### src/rtl/pll_sup_pkg.sv
// +--------------------------------------------------------------------------+
// | pll_sup_pkg : shared types and helpers for the PLL supervisor            |
// | rev 1.0                                                                   |
// +--------------------------------------------------------------------------+
`default_nettype none

package pll_sup_pkg;

  typedef enum logic [2:0] {
    RESET_PLL = 3'd0,
    WAIT_LOCK = 3'd1,
    STABLE    = 3'd2,
    READY     = 3'd3,
    PH_SETUP  = 3'd4,
    PH_PULSE  = 3'd5,
    PH_HOLD   = 3'd6,
    FAULT     = 3'd7
  } state_e;

  typedef enum logic [1:0] {
    CH_CLKOP  = 2'd0,
    CH_CLKOS  = 2'd1,
    CH_CLKOS2 = 2'd2,
    CH_CLKOS3 = 2'd3
  } ch_e;

  // Width able to hold the largest reload value of the shared timer.
  function automatic int timer_width(input int a, input int b, input int c,
                                     input int d, input int e, input int f);
    int m;
    m = a;
    if (b > m) m = b;
    if (c > m) m = c;
    if (d > m) m = d;
    if (e > m) m = e;
    if (f > m) m = f;
    return $clog2(m + 1);
  endfunction

endpackage

`default_nettype wire

### src/rtl/sync_2ff.sv
// +--------------------------------------------------------------------------+
// | sync_2ff : two-flop synchronizer for a single asynchronous bit           |
// | rev 1.0                                                                   |
// +--------------------------------------------------------------------------+
`default_nettype none

module sync_2ff (
  input  logic clk,
  input  logic rst_n,
  input  logic d,
  output logic q
);

  logic meta_q;
  logic sync_q;

  always_ff @(posedge clk or negedge rst_n) begin
    if (!rst_n) begin
      meta_q <= 1'b0;
      sync_q <= 1'b0;
    end else begin
      meta_q <= d;
      sync_q <= meta_q;
    end
  end

  assign q = sync_q;

endmodule

`default_nettype wire

### src/rtl/pll_supervisor.sv
// +--------------------------------------------------------------------------+
// | pll_supervisor : EHXPLLL reset/lock supervision and phase-step sequencer |
// | rev 1.0                                                                   |
// +--------------------------------------------------------------------------+
`default_nettype none

module pll_supervisor
  import pll_sup_pkg::*;
#(
  parameter int N_CH         = 4,
  parameter int PH_W         = 8,
  parameter int RST_CYC      = 16,
  parameter int LOCK_TIMEOUT = 65536,
  parameter int STABLE_CYC   = 4096,
  parameter int MAX_RETRIES  = 3,
  parameter int SETUP_CYC    = 2,
  parameter int STEP_CYC     = 2,
  parameter int HOLD_CYC     = 4
) (
  input  logic                 clkin,
  input  logic                 resetn,
  input  logic                 pll_lock,
  output logic                 pll_rst,
  output logic [1:0]           pll_phasesel,
  output logic                 pll_phasedir,
  output logic                 pll_phasestep,
  output logic                 pll_phaseloadreg,
  input  logic                 ph_req,
  input  logic [1:0]           ph_ch,
  input  logic                 ph_dir,
  output logic                 ph_ack,
  output logic                 ph_err,
  input  logic                 clear_fault,
  output logic                 ready,
  output logic                 fault,
  output logic [1:0]           retry_cnt,
  output logic [N_CH*PH_W-1:0] phase_pos
);

  localparam int TW = timer_width(RST_CYC, LOCK_TIMEOUT, STABLE_CYC,
                                  SETUP_CYC, STEP_CYC, HOLD_CYC);

  localparam logic [TW-1:0] T_RST   = TW'(RST_CYC - 1);
  localparam logic [TW-1:0] T_LOCK  = TW'(LOCK_TIMEOUT - 1);
  // STABLE is entered on the cycle lock_s is first seen, so the window
  // spans one extra sample; this keeps first READY at RST+2+STABLE cycles.
  localparam logic [TW-1:0] T_STAB  = TW'(STABLE_CYC);
  localparam logic [TW-1:0] T_SETUP = TW'(SETUP_CYC - 1);
  localparam logic [TW-1:0] T_STEP  = TW'(STEP_CYC - 1);
  localparam logic [TW-1:0] T_HOLD  = TW'(HOLD_CYC - 1);
  localparam logic [1:0]    MAX_R   = 2'(MAX_RETRIES);

  logic lock_s;

  sync_2ff u_lock_sync (
    .clk   (clkin),
    .rst_n (resetn),
    .d     (pll_lock),
    .q     (lock_s)
  );

  state_e          state_q, state_d;
  logic [TW-1:0]   timer_q, timer_d;
  logic            pll_rst_q, pll_rst_d;
  logic            ready_q, ready_d;
  logic            fault_q, fault_d;
  logic            step_q, step_d;
  logic [1:0]      sel_q, sel_d;
  logic            dir_q, dir_d;
  logic            ack_q, ack_d;
  logic            err_q, err_d;
  logic [1:0]      retry_q, retry_d;
  logic            armed_q, armed_d;
  logic [PH_W-1:0] pos_q [N_CH];
  logic [PH_W-1:0] pos_d [N_CH];
  logic            t_zero;
  logic [TW-1:0]   t_dec;

  assign t_zero = (timer_q == '0);
  assign t_dec  = timer_q - TW'(1);

  always_comb begin
    state_d   = state_q;
    timer_d   = timer_q;
    pll_rst_d = pll_rst_q;
    ready_d   = ready_q;
    fault_d   = fault_q;
    step_d    = step_q;
    sel_d     = sel_q;
    dir_d     = dir_q;
    ack_d     = 1'b0;
    err_d     = 1'b0;
    retry_d   = retry_q;
    armed_d   = ph_req ? armed_q : 1'b1;
    for (int i = 0; i < N_CH; i++) pos_d[i] = pos_q[i];

    if ((state_q == READY || state_q == PH_SETUP || state_q == PH_PULSE ||
         state_q == PH_HOLD) && !lock_s) begin
      // PLL reset restores static phase, so the position counters follow.
      state_d   = RESET_PLL;
      timer_d   = T_RST;
      pll_rst_d = 1'b1;
      ready_d   = 1'b0;
      step_d    = 1'b0;
      for (int i = 0; i < N_CH; i++) pos_d[i] = '0;
    end else begin
      case (state_q)
        RESET_PLL: begin
          if (t_zero) begin
            state_d   = WAIT_LOCK;
            timer_d   = T_LOCK;
            pll_rst_d = 1'b0;
          end else begin
            timer_d = t_dec;
          end
        end
        WAIT_LOCK: begin
          if (lock_s) begin
            state_d = STABLE;
            timer_d = T_STAB;
          end else if (t_zero) begin
            retry_d   = retry_q + 2'd1;
            timer_d   = T_RST;
            pll_rst_d = 1'b1;
            if (retry_q + 2'd1 == MAX_R) begin
              state_d = FAULT;
              fault_d = 1'b1;
            end else begin
              state_d = RESET_PLL;
            end
          end else begin
            timer_d = t_dec;
          end
        end
        STABLE: begin
          if (!lock_s) begin
            state_d   = RESET_PLL;
            timer_d   = T_RST;
            pll_rst_d = 1'b1;
          end else if (t_zero) begin
            state_d = READY;
            ready_d = 1'b1;
            retry_d = 2'd0;
          end else begin
            timer_d = t_dec;
          end
        end
        READY: begin
          if (ph_req && armed_q) begin
            sel_d   = ph_ch;
            dir_d   = ph_dir;
            armed_d = 1'b0;
            if (int'(ph_ch) >= N_CH) begin
              ack_d = 1'b1;
              err_d = 1'b1;
            end else begin
              state_d = PH_SETUP;
              timer_d = T_SETUP;
            end
          end
        end
        PH_SETUP: begin
          if (t_zero) begin
            state_d = PH_PULSE;
            timer_d = T_STEP;
            step_d  = 1'b1;
          end else begin
            timer_d = t_dec;
          end
        end
        PH_PULSE: begin
          if (t_zero) begin
            state_d = PH_HOLD;
            timer_d = T_HOLD;
            step_d  = 1'b0;
          end else begin
            timer_d = t_dec;
          end
        end
        PH_HOLD: begin
          if (t_zero) begin
            state_d = READY;
            ack_d   = 1'b1;
            for (int i = 0; i < N_CH; i++) begin
              if (sel_q == 2'(i))
                pos_d[i] = dir_q ? pos_q[i] + PH_W'(1) : pos_q[i] - PH_W'(1);
            end
          end else begin
            timer_d = t_dec;
          end
        end
        FAULT: begin
          if (clear_fault) begin
            state_d = RESET_PLL;
            timer_d = T_RST;
            fault_d = 1'b0;
            retry_d = 2'd0;
          end
        end
        default: begin
          state_d   = RESET_PLL;
          timer_d   = T_RST;
          pll_rst_d = 1'b1;
        end
      endcase
    end
  end

  always_ff @(posedge clkin or negedge resetn) begin
    if (!resetn) begin
      state_q   <= RESET_PLL;
      timer_q   <= T_RST;
      pll_rst_q <= 1'b1;
      ready_q   <= 1'b0;
      fault_q   <= 1'b0;
      step_q    <= 1'b0;
      sel_q     <= CH_CLKOP;
      dir_q     <= 1'b0;
      ack_q     <= 1'b0;
      err_q     <= 1'b0;
      retry_q   <= 2'd0;
      armed_q   <= 1'b0;
      for (int i = 0; i < N_CH; i++) pos_q[i] <= '0;
    end else begin
      state_q   <= state_d;
      timer_q   <= timer_d;
      pll_rst_q <= pll_rst_d;
      ready_q   <= ready_d;
      fault_q   <= fault_d;
      step_q    <= step_d;
      sel_q     <= sel_d;
      dir_q     <= dir_d;
      ack_q     <= ack_d;
      err_q     <= err_d;
      retry_q   <= retry_d;
      armed_q   <= armed_d;
      for (int i = 0; i < N_CH; i++) pos_q[i] <= pos_d[i];
    end
  end

  for (genvar g = 0; g < N_CH; g++) begin : g_pos
    assign phase_pos[g*PH_W +: PH_W] = pos_q[g];
  end

  assign pll_rst          = pll_rst_q;
  assign pll_phasesel     = sel_q;
  assign pll_phasedir     = dir_q;
  assign pll_phasestep    = step_q;
  assign pll_phaseloadreg = 1'b0;
  assign ph_ack           = ack_q;
  assign ph_err           = err_q;
  assign ready            = ready_q;
  assign fault            = fault_q;
  assign retry_cnt        = retry_q;

endmodule

`default_nettype wire
### config.mk
export PLATFORM = sky130hd
export DESIGN_NAME = pll_supervisor
export DESIGN_NICKNAME = d
export VERILOG_FILES = /design/src/rtl/pll_sup_pkg.sv /design/src/rtl/sync_2ff.sv /design/src/rtl/pll_supervisor.sv
export SDC_FILE = /design/constraint.sdc
export NUM_CORES = 1
export LEC_CHECK = 0
export CORE_ASPECT_RATIO = 0.9
export CORE_MARGIN = 2
export CORE_UTILIZATION = 40
export CTS_BUF_LIST = sky130_fd_sc_hd__clkbuf_4 sky130_fd_sc_hd__clkbuf_8 sky130_fd_sc_hd__clkbuf_16
export DETAILED_ROUTE_END_ITERATION = 7
export PLACE_DENSITY_LB_ADDON = 0.1
export SYNTH_ARGS = -nofsm -noshare
export SYNTH_HDL_FRONTEND = slang
export SYNTH_SLANG_ARGS = --single-unit
### constraint.sdc
create_clock -name clkin -period 7 [get_ports clkin]
set_clock_uncertainty 0.2 [all_clocks]
set_input_delay 1.05 -clock clkin [delete_from_list [all_inputs] [get_ports clkin]]
set_output_delay 1.05 -clock clkin [all_outputs]
set_load 0.05 [all_outputs]
==> impl_metrics.json <==
{
  "cts_max_level": 3,
  "end_kind": "output pin",
  "ys_ff_latch": 65,
  "pin_count": 52,
  "insertion_delay_ns": 0.33,
  "cts_num_sinks": 65,
  "ir_worst_vdd_v": 0.0002420,
  "synth.cell_area_mm2": 0.004721,
  "critPathBufInv": 1,
  "p_leak_nw": 2.528,
  "antenna_left": 0,
  "gp_congestion": 0.8675,
  "yosysSeqAreaShare_pct": 34.59,
  "cp.depth": 1,
  "power_density_mw_per_mm2": 321.9,
  "die_y_um": 107.1,
  "grt_pass1_vias": 4033,
  "path_clk_slew_ns": 0.05,
  "drc_errors": 0,
  "overflow": 0,
  "clock_path_buffers": 2,
  "grt_max_degree": 66,
  "timing.max_cap.violations": 0,
  "insertedDiodeCount": 0,
  "port-buffer-count": 49,
  "cts_resized": 0,
  "hold_buffers": 0,
  "ys_warn_count": 0,
  "rsz0062_at_grt": "no",
  "nets": 618,
  "routed_wl_um": 11940,
  "critical-path-top-delay-family": "buffers and inverters",
  "syn_inst": 543,
  "outcome": "finished clean",
  "path_cells": "clkdlybuf4s50_1",
  "fin_setup_tns_ns": 0,
  "initial_core_util_pct": 41.12,
  "area_delta_synth_final_pct": 18.74,
  "cts-buffers-inserted": 9,
  "core_area_mm2": 0.01148,
  "rrSetupSlack_ns": 3.96,
  "setup_slack_ns": 3.925,
  "required_ns": 5.75,
  "finalHoldViolations": 0,
  "final_common_cell": "dfrtp_1",
  "synth_flop_cell": "dfrtp_1",
  "crit_arrival_ns": 1.82,
  "power_mw": 1.804,
  "drtIter0Drc": 213,
  "num_vias": 4172,
  "design_area_mm2": 0.005605,
  "synth.distinct_cells": 67,
  "row_count": 37,
  "regToRegStartpoint": "pll_phasedir$_DFFE_PN0P_",
  "final_cells": 739,
  "antenna_found_initial": 0,
  "r2r_cells": 8,
  "min_from": "u_lock_sync.meta_q$_DFF_PN0_",
  "root_buffer": "clkbuf_16",
  "hold_class": "flip-flop to flip-flop",
  "worstMarginPinSlew_ns": 1.006,
  "r2r-end": "phase_pos[30]$_DFFE_PN0P_",
  "synth_edf_count": 0,
  "placed_cells": 723,
  "crit_slowest_cell": "clkdlybuf4s50_1",
  "postLayoutCoreUtil_pct": 48.82,
  "crit_fanout": 11,
  "max_stage_delay_ns": 0.89,
  "cts_tree": "yes",
  "dpl.hpwl_um": 8346,
  "synthArstFlopShare_pct": 100.0,
  "relSlewSlack_pct": 32.92,
  "avgSynthCellArea_um2": 8.694,
  "setup_viol": 0,
  "startpoint_type": "flip-flop",
  "track_usage_pct": 19.81,
  "maxSlewViolCount": 0,
  "layout_common_cells": "dfrtp_1 (60), nand2_1 (52), clkdlybuf4s50_1 (48)",
  "hold_path_end": "u_lock_sync.q$_DFF_PN0_",
  "critPathKind": "flip-flop to output pin",
  "holdPathStages": 0,
  "dpl-instance-area_mm2": 0.005304,
  "dieArea_mm2": 0.01269,
  "via_per_inst": 5.645,
  "max_freq_mhz": 325.2,
  "num-fill-cells": 1133,
  "grt_pass1_wl_um": 20420,
  "fin_crit_ns": 3.075,
  "fp.dieW_um": 118.5,
  "hold_slack_ns": 0.1488,
  "drt-pass1-iter-count": 5,
  "post_cts_buffers": 0,
  "wl_per_cell_um": 16.16,
  "drive_gt1_share_pct": 7.033,
  "dp_slack_ns": 3.927,
  "finalCritPeriodShare_pct": 43.93
}
[layer usage]
| layer | vias to the layer above | part of all wire (%) | track usage, % |
|---|---|---|---|
| met4 | 0 | 1.0 | 5.867 |
| met3 | 11 | 5.0 | 3.617 |
| met5 | - | 0 | 0 |
| met2 | 95 | 44 | 30.39 |
| li1 | 2056 | - | - |
| met1 | 2010 | 50 | 28.49 |
[where the power goes]
group | internal (mW) | total (mW) | switching, mW
Sequential | 0.443 | 0.574 | 0.132
Clock | 0.296 | 0.462 | 0.166
Combinational | 0.303 | 0.768 | 0.465
[cells in the mapped netlist, types with 3 or more instances]
library cell	number	share of area (%)
fa_1	4	1.7
a31oi_1	10	1.3
buf_4	4	0.64
mux2_2	4	0.95
o31ai_1	11	1.7
dfstp_2	5	2.8
nand2b_1	8	1.1
o211ai_1	4	0.64
clkbuf_1	21	1.7
nor2_1	38	3.0
o2bb2ai_1	3	0.56
a21o_1	7	1.1
a21oi_1	40	4.2
inv_1	29	2.3
o22ai_1	3	0.40
nor3_1	20	2.1
nand2_1	52	4.1
dfrtp_1	60	32
or3_1	7	0.93
ha_1	28	7.4
o2111ai_1	8	1.5
nor3b_1	5	0.80
a2111oi_0	3	0.56
mux2i_1	21	4.5
nand4_1	6	0.80
nand3_1	22	2.3
nand4b_1	4	0.74
o21ai_1	7	0.74
o21ai_0	18	1.9
xor2_1	13	2.4
xnor2_1	8	1.5
buf_2	6	0.64
nor2b_1	6	0.80
nor4_1	10	1.3
o21bai_1	4	0.64
[worst max path at each step]
| stage | slack (ns) | start | endpoint |
|---|---|---|---|
| finish | 3.93 | pll_phasesel[0]$_DFFE_PN0P_ | pll_phasesel[0] |
| global route | 3.70 | pll_phasedir$_DFFE_PN0P_ | phase_pos[30]$_DFFE_PN0P_ |
| CTS | 3.90 | pll_phasesel[0]$_DFFE_PN0P_ | pll_phasesel[0] |
| detailed placement | 3.93 | pll_phasedir$_DFFE_PN0P_ | phase_pos[30]$_DFFE_PN0P_ |
| global placement | 3.98 | ph_req | timer_q[12]$_DFFE_PN0P_ |
| floorplan | 3.93 | pll_phasedir$_DFFE_PN0P_ | phase_pos[5]$_DFFE_PN0P_ |
[cell families (layout without fill, tap and decap cells)]
kind of cell	after synthesis	after routing	synth area share, %
DFF	65	65	34.59
buffers and inverters	61	100	5.327
muxes	26	26	5.645
xor gates and xnor gates	21	21	3.896
and+or+nand+nor	201	201	22.56
AOI/OAI and AO/OA	136	136	18.79
adders and majority gates	32	32	9.118
other	1	2	0.07944
[state kept, by name, summed over array words and instances (netlist names)]
register and count:
armed_q 1, fault 1, ph_ack 1, phase_pos 32
pll_phasedir 1, pll_phasesel 2, pll_phasestep 1, pll_rst 1
ready 1, retry_cnt 2, state_q 3, timer_q 17
u_lock_sync.meta_q 1, u_lock_sync.q 1
[cell type report]
cell class	instances	area, um2	area share (%)
multi-input cells	418	2840	50.67
flip-flops and latches	65	1633	29.13
repair buffers	54	523.0	9.330
clock buffers	13	261.5	4.665
well taps	156	195.2	3.482
inverters	30	112.6	2.009
clock inverters	3	40.04	0.7143
Note: power is estimated with default switching activity, not from simulation.
